File: config.mk
export PLATFORM = sky130hd
export DESIGN_NAME = id_ex_pipe_reg
export DESIGN_NICKNAME = d
export VERILOG_FILES = /design/src/rtl/pipeline_pkg.sv /design/src/rtl/load_use_detect.sv /design/src/rtl/id_ex_pipe_reg.sv
export SDC_FILE = /design/constraint.sdc
export NUM_CORES = 1
export LEC_CHECK = 0
export BUFFER_PORTS_ARGS = -buffer_cell sky130_fd_sc_hd__buf_2
export CELL_PAD_IN_SITES_DETAIL_PLACEMENT = 1
export CELL_PAD_IN_SITES_GLOBAL_PLACEMENT = 1
export CORE_MARGIN = 2
export CORE_UTILIZATION = 34
export CTS_CLUSTER_DIAMETER = 100
export CTS_CLUSTER_SIZE = 10
export DETAILED_ROUTE_END_ITERATION = 8
export PLACE_DENSITY = 0.92
export SYNTH_ARGS = -nofsm -noshare
export SYNTH_HDL_FRONTEND = slang
export SYNTH_SLANG_ARGS = --single-unit
File: constraint.sdc
create_clock -name clk -period 2.64 [get_ports clk]
set_input_delay 0.132 -clock clk [delete_from_list [all_inputs] [get_ports clk]]
set_output_delay 0.132 -clock clk [all_outputs]
set_load 0.02 [all_outputs]
File: src/rtl/pipeline_pkg.sv
// Shared pipeline definitions: control-bundle widths, bit positions,
// opcodes and control structs for the 5-stage datapath.
package pipeline_pkg;

  localparam int WB_W = 2;
  localparam int M_W  = 3;
  localparam int EX_W = 4;

  localparam int WB_REGWRITE = 1;
  localparam int WB_MEMTOREG = 0;
  localparam int M_BRANCH    = 2;
  localparam int M_MEMREAD   = 1;
  localparam int M_MEMWRITE  = 0;
  localparam int EX_REGDST   = 3;
  localparam int EX_ALUOP_HI = 2;
  localparam int EX_ALUOP_LO = 1;
  localparam int EX_ALUSRC   = 0;

  localparam logic [5:0] OP_RTYPE = 6'b000000;
  localparam logic [5:0] OP_LW    = 6'b100011;
  localparam logic [5:0] OP_SW    = 6'b101011;
  localparam logic [5:0] OP_BEQ   = 6'b000100;
  localparam logic [5:0] OP_NOP   = 6'b100000;

  typedef struct packed {
    logic regwrite;
    logic memtoreg;
  } wb_t;

  typedef struct packed {
    logic branch;
    logic memread;
    logic memwrite;
  } m_t;

  typedef struct packed {
    logic       regdst;
    logic [1:0] aluop;
    logic       alusrc;
  } ex_t;

  // MemtoReg is meaningless without RegWrite; the decoder may leave it floating.
  function automatic wb_t wb_sanitize(input wb_t w);
    wb_t r;
    r.regwrite = w.regwrite;
    r.memtoreg = w.regwrite & w.memtoreg;
    return r;
  endfunction

endpackage

File: src/rtl/load_use_detect.sv
// Load-use hazard comparator: flags an ID instruction that reads the
// destination of a load currently sitting in EX.
module load_use_detect #(
  parameter int REG_AW = 5
) (
  input  logic              i_ex_valid,
  input  logic              i_ex_memread,
  input  logic [REG_AW-1:0] i_ex_rt,
  input  logic              i_id_valid,
  input  logic [REG_AW-1:0] i_id_rs,
  input  logic [REG_AW-1:0] i_id_rt,
  output logic              o_stall
);

  logic w_match;

  assign w_match = (i_ex_rt == i_id_rs) | (i_ex_rt == i_id_rt);

  assign o_stall = i_ex_valid & i_ex_memread & (i_ex_rt != '0)
                 & i_id_valid & w_match;

endmodule

File: src/rtl/id_ex_pipe_reg.sv
// ID/EX pipeline register with flush/load-use bubbles and stall hold.
// Define ID_EX_PERF_CNT_EN to build the saturating bubble counter.
module id_ex_pipe_reg
  import pipeline_pkg::*;
#(
  parameter int DATA_W = 32,
  parameter int REG_AW = 5,
  parameter int CNT_W  = 16
) (
  input  logic              clk,
  input  logic              rst,
  input  logic              hold,
  input  logic              flush,
  input  logic              valid_in,
  input  logic [WB_W-1:0]   wb_in,
  input  logic [M_W-1:0]    m_in,
  input  logic [EX_W-1:0]   ex_in,
  input  logic [DATA_W-1:0] npc_in,
  input  logic [DATA_W-1:0] rd1_in,
  input  logic [DATA_W-1:0] rd2_in,
  input  logic [DATA_W-1:0] imm_in,
  input  logic [REG_AW-1:0] rs_in,
  input  logic [REG_AW-1:0] rt_in,
  input  logic [REG_AW-1:0] rd_in,
  output logic              stall_req,
  output logic              valid_out,
  output logic [WB_W-1:0]   wb_out,
  output logic [M_W-1:0]    m_out,
  output logic [EX_W-1:0]   ex_out,
  output logic [DATA_W-1:0] npc_out,
  output logic [DATA_W-1:0] rd1_out,
  output logic [DATA_W-1:0] rd2_out,
  output logic [DATA_W-1:0] imm_out,
  output logic [REG_AW-1:0] rt_out,
  output logic [REG_AW-1:0] rd_out,
  output logic [CNT_W-1:0]  bubble_cnt
);

  logic              r_valid;
  wb_t               r_wb;
  m_t                r_m;
  ex_t               r_ex;
  logic [DATA_W-1:0] r_npc;
  logic [DATA_W-1:0] r_rd1;
  logic [DATA_W-1:0] r_rd2;
  logic [DATA_W-1:0] r_imm;
  logic [REG_AW-1:0] r_rt;
  logic [REG_AW-1:0] r_rd;

  logic w_hazard;
  logic w_bubble;
  logic w_take;
  wb_t  w_wb_clean;

  load_use_detect #(
    .REG_AW(REG_AW)
  ) u_lud (
    .i_ex_valid  (r_valid),
    .i_ex_memread(r_m.memread),
    .i_ex_rt     (r_rt),
    .i_id_valid  (valid_in),
    .i_id_rs     (rs_in),
    .i_id_rt     (rt_in),
    .o_stall     (w_hazard)
  );

  assign stall_req  = w_hazard & ~rst;
  assign w_bubble   = flush | stall_req;
  assign w_take     = ~w_bubble & valid_in;
  assign w_wb_clean = wb_sanitize(wb_in);

  always_ff @(posedge clk) begin
    if (rst) begin
      r_valid <= 1'b0;
      r_wb    <= '0;
      r_m     <= '0;
      r_ex    <= '0;
      r_npc   <= '0;
      r_rd1   <= '0;
      r_rd2   <= '0;
      r_imm   <= '0;
      r_rt    <= '0;
      r_rd    <= '0;
    end else if (!hold) begin
      r_npc <= npc_in;
      r_rd1 <= rd1_in;
      r_rd2 <= rd2_in;
      r_imm <= imm_in;
      r_rt  <= rt_in;
      r_rd  <= rd_in;
      if (w_take) begin
        r_valid <= 1'b1;
        r_wb    <= w_wb_clean;
        r_m     <= m_in;
        r_ex    <= ex_in;
      end else begin
        r_valid <= 1'b0;
        r_wb    <= '0;
        r_m     <= '0;
        r_ex    <= '0;
      end
    end
  end

`ifdef ID_EX_PERF_CNT_EN
  logic [CNT_W-1:0] r_bubble_cnt;

  always_ff @(posedge clk) begin
    if (rst) begin
      r_bubble_cnt <= '0;
    end else if (!hold && w_bubble && (r_bubble_cnt != '1)) begin
      r_bubble_cnt <= r_bubble_cnt + 1'b1;
    end
  end

  assign bubble_cnt = r_bubble_cnt;
`else
  assign bubble_cnt = '0;
`endif

  assign valid_out = r_valid;
  assign wb_out    = r_wb;
  assign m_out     = r_m;
  assign ex_out    = r_ex;
  assign npc_out   = r_npc;
  assign rd1_out   = r_rd1;
  assign rd2_out   = r_rd2;
  assign imm_out   = r_imm;
  assign rt_out    = r_rt;
  assign rd_out    = r_rd;

endmodule
Word-level counts from Yosys, hierarchy flattened --
Cells that the tools add are included.
Storage, ports and cells: bits in registers 148, input bits 157, output and inout bits 165
Cells by class: equal/unequal tests 2, muxes and demuxes 4, bitwise logic cells 11, reductions and logical operators 1
Operators with widths (number):
- $eq A5 B5 Y1 | 2
- $and A1 B1 Y1 | 7
- $reduce_bool A5 Y1 | 1
- $mux W4 | 1
- $mux W3 | 1
- $mux W2 | 1
- $not A1 Y1 | 2
- $or A1 B1 Y1 | 2
- $mux W1 | 1

Logic depth before layout (Yosys ltp) --
depth in word-level cells 9, depth in mapped cells 6, gate-level depth less buffers 4

Cells and area by module --
Synthesis repeated with hierarchy kept, for this count alone.
Second synthesis, totals: cells, all modules 506, area, all modules 5630.4 um^2
By module, submodules not included:
- id_ex_pipe_reg | instances 1, cells an instance 489, area each 5501.5 um^2, seq. area each 2962.8 um^2
- load_use_detect | instances 1, cells an instance 17, area each 128.9 um^2, seq. area each 0.0 um^2

Least setup slack after synthesis --
OpenSTA, ideal clock, no wires.
path type register to output, start register r_rt[0], in the netlist rt_out[0], end output port stall_req, arrival time 1334 ps, data required time 2508 ps, setup slack 1174 ps, cell stages (with the launch flop) 5, path buffers 1, path through dfxtp_1 > or4_1 > o21ai_2 > buf_6 > nor2b_1
Between the ends: longest elaborated chain between the ends 5, elaborated cells on any way between the ends 8, those cells by class eq/ne (2); bitwise (5); reduce/logical (1)
Ends and longest elaborated chain:
- from (decl) | RTL line id_ex_pipe_reg.sv:47 | logic [REG_AW-1:0] r_rt;
- from (signal assigned) | RTL line id_ex_pipe_reg.sv:89 | r_rt <= rt_in;
- $reduce_bool A5 Y1 | RTL line load_use_detect.sv:19 | assign o_stall = i_ex_valid & i_ex_memread & (i_ex_rt != '0)
- $and A1 B1 Y1 | RTL line load_use_detect.sv:19
- $and A1 B1 Y1 | RTL line load_use_detect.sv:20 | & i_id_valid & w_match;
- $and A1 B1 Y1 (*) | RTL line load_use_detect.sv:20
- $and A1 B1 Y1 (*) | RTL line id_ex_pipe_reg.sv:67 | assign stall_req = w_hazard & ~rst;
- to (decl) | RTL line id_ex_pipe_reg.sv:25 | output logic stall_req,
Every way passes the cells marked *; elsewhere a longest branch is shown, timed or not.

Final worst setup path --
Same ends and word-level chain as after synthesis.

==> reports/metrics.yaml <==
outcome: "completed"
starting_density_of_the_core_pct: 34.69
layout.nets: 1118
timing.final.hold_violations: 0
cts-root-to-sink-buffers: 2
layout-drive-gt1-share_pct: 35.05
total_power_uw: 6048
layout.core_utilization_pct: 57.59
maximum_number_of_pins_on_one_net_before_global_route_repair: 135
fin_setup_tns_ns: 0
fmax_mhz: 438.9
timing.final.crit_period_ns: 2.278
setup_viol_count_final: 0
die_outline_area_um2: 17240
crit_type: "reg2out"
clock_sink_count: 148
worstSetupStartpointType: "flop"
place_ws_ns: 0.8165
worstSkewPairLatency_ns: 0.42
dpl.hpwl_mm: 12.34
tritoncts: "yes"
type_of_destination_of_the_critical_path: "output pin"
grt_first_pass_wirelength_mm: 37.09
grt_antenna_before_repair: 2
syn_area_um2: 5510
critPathArrivalTime_ns: 2.15
period_share_pct: 86.30
finalWeightedCongestion: 0.7684
vdd_ir_drop_max_v: 0.0004335
route.detailed.drc: 0
cells_after_dpl: 1017
power.static_leakage_uw: 0.004707
grt_pass1_vias: 6620
postSynthAreaPerCell_um2: 10.38
postCtsSetupBuffers: 0
yosys_register_bits: 148
yosysUniqueCellTypes: 23
placementRows: 46
synth_seq_area_share_pct: 53.77
max_cap_viol_count: 0
synthesis.yosys.warnings: 0
finalWorstSetupSlack_ns: 0.3618
remaining_antenna_violation_count_after_routing: 0
rsz0062_at_grt: "no"
post_route_wl_mm: 24.54
via_count: 5711
cts.clk_slew.worst_paths_ns: 0.07
grt-ovfl-total: 0
slew_limit_fails: 0
final-instance-count-excl-fill: 1191
worst_ep_required_time_ns: 2.51
synthesis.instances: 531
worst_tran_pin_value_ns: 0.9734
timing.max_slew.rel_slack_pct: 35.11
area_growth_pct: 66.03
chipWidth_um: 131.3
timing.hold.worst.class: "in2reg"
first_pass_iters: 4
vias_per_cell: 4.795
top_level_ports: 322
place.port_buffers: 305
routed_wire_length_per_instance_um: 20.60
crit_path_max_fanout: 11
worst_clock_skew_ns: 0.01074
floorplan.die.height_um: 131.3
grtUsageTotal_pct: 27.87
numCtsBuffers: 17
h-tree-depth: 4
detail_route.iter0.violations: 147
power.density_cell_area_nw_per_um2: 661.1
core_area_um2: 15890
cts-root-buf: "clkbuf_16"
-- report_power, final --
group	leakage, uW	switching, uW	internal, uW	total [uW]
sequential	0.00122	91.8	2370	2460
clock	0.000301	1000	1570	2570
combinational	0.00319	560	456	1020
-- logic make-up after synthesis --
| group | Yosys count | share of synthesized area (%) |
|---|---|---|
| AND/OR/NAND/NOR | 157 | 11.29 |
| multiplexers | 138 | 25.07 |
| buffers and inverters | 55 | 5.495 |
| AO/OA/AOI/OAI | 22 | 2.725 |
| XOR/XNOR | 10 | 1.589 |
| flip-flops | 148 | 53.77 |
| other | 1 | 0.06805 |
-- what timing repair did --
action                                  4_1_cts  5_1_grt
hold buffers                                141        0
endpoints found under the setup margin        0        0
endpoints found under the hold margin       141        0
resized for setup                             0        0
-- through the flow --
step / instance area, um2 / hold WS, ns
after floorplan: 5567 / 0.2719
after global placement: 7116 / 0.3581
after detailed placement: 7116 / 0.3723
after CTS: 9144 / 0.004086
after global routing: 9149 / 0.01934
final: 9149 / 0.003268
-- metal layers --
| metal | global-route usage, % | up-vias | wire length, um | share of wire [%] |
|---|---|---|---|---|
| met1 | 25.75 | 2725 | 8568 | 35 |
| met2 | 53.80 | 299 | 13120 | 53 |
| met5 | 0 | - | 0 | 0 |
| met3 | 8.488 | 85 | 1557 | 6.3 |
| li1 | - | 2602 | - | - |
| met4 | 15.76 | 0 | 1288 | 5.2 |
-- path summary, 6_finish.rpt --
| kind | startpoint | endpoint | slack, ns | depth (start not counted) |
|---|---|---|---|---|
| min reg2reg | wb_out[1]$_SDFFE_PP0N_ | wb_out[1]$_SDFFE_PP0N_ | 0.48 | 2 |
| min | rt_in[2] | rt_out[2]$_SDFFE_PP0N_ | 0.003 | 3 |
| max | rt_out[0]$_SDFFE_PP0N_ | stall_req | 0.36 | 4 |
| max reg2reg | rt_out[0]$_SDFFE_PP0N_ | ex_out[3]$_SDFFE_PP0N_ | 0.74 | 4 |
-- cell usage after synthesis --
cell type    n  share of area (%)
a22oi_1      2               0.27
a32oi_1      8                1.3
and3_1       1               0.11
and4b_1      1               0.18
buf_1        5               0.34
buf_2       17                1.5
buf_4       18                2.5
buf_6        1               0.20
clkbuf_1    13               0.89
conb_1       1              0.068
dfxtp_1    148                 54
inv_1        1              0.068
mux2i_1    138                 25
nand2_1     10               0.68
nand3_1      3               0.27
nor2_1     138                9.4
nor2b_1      2               0.23
nor4b_2      1               0.27
o21ai_0     10               0.91
o21ai_2      1               0.16
o22ai_1      1               0.11
or4_1        1               0.14
xnor2_1     10                1.6
-- critical path: stages (launching register included) --
cell and delay, ns:
dfxtp_1 0.38, or4_1 0.60, o21ai_2 0.46, nor2b_1 0.11, buf_2 0.19
-- registers in the layout, summed over array words and instances (netlist names) --
name,flops
valid_out,1
rd1_out,32
rd_out,5
imm_out,32
m_out,3
rd2_out,32
ex_out,4
npc_out,32
wb_out,2
rt_out,5
-- area by class of cell --
class | count | area, um2
multi-input combinational | 343 | 2301
tap | 216 | 270.3
sequential | 148 | 2963
clock buffer | 21 | 470.5
inverter | 1 | 3.754
timing repair buffer | 450 | 2989
clock inverter | 10 | 146.4
fill | 1807 | 6736
antenna | 2 | 5.005
-- layout by cell type, fill, tap and decap left out, types with 4 or more instances in the layout --
cell,synthesis,routed
buf_2,17,303
dfxtp_1,148,148
dlygate4sd3_1,0,141
mux2i_1,138,138
nor2_1,138,138
clkbuf_16,0,17
conb_1,1,16
xnor2_1,10,10
nand2_1,10,10
o21ai_0,10,10
a32oi_1,8,8
buf_4,18,4
(Power assumes the default switching activity.)
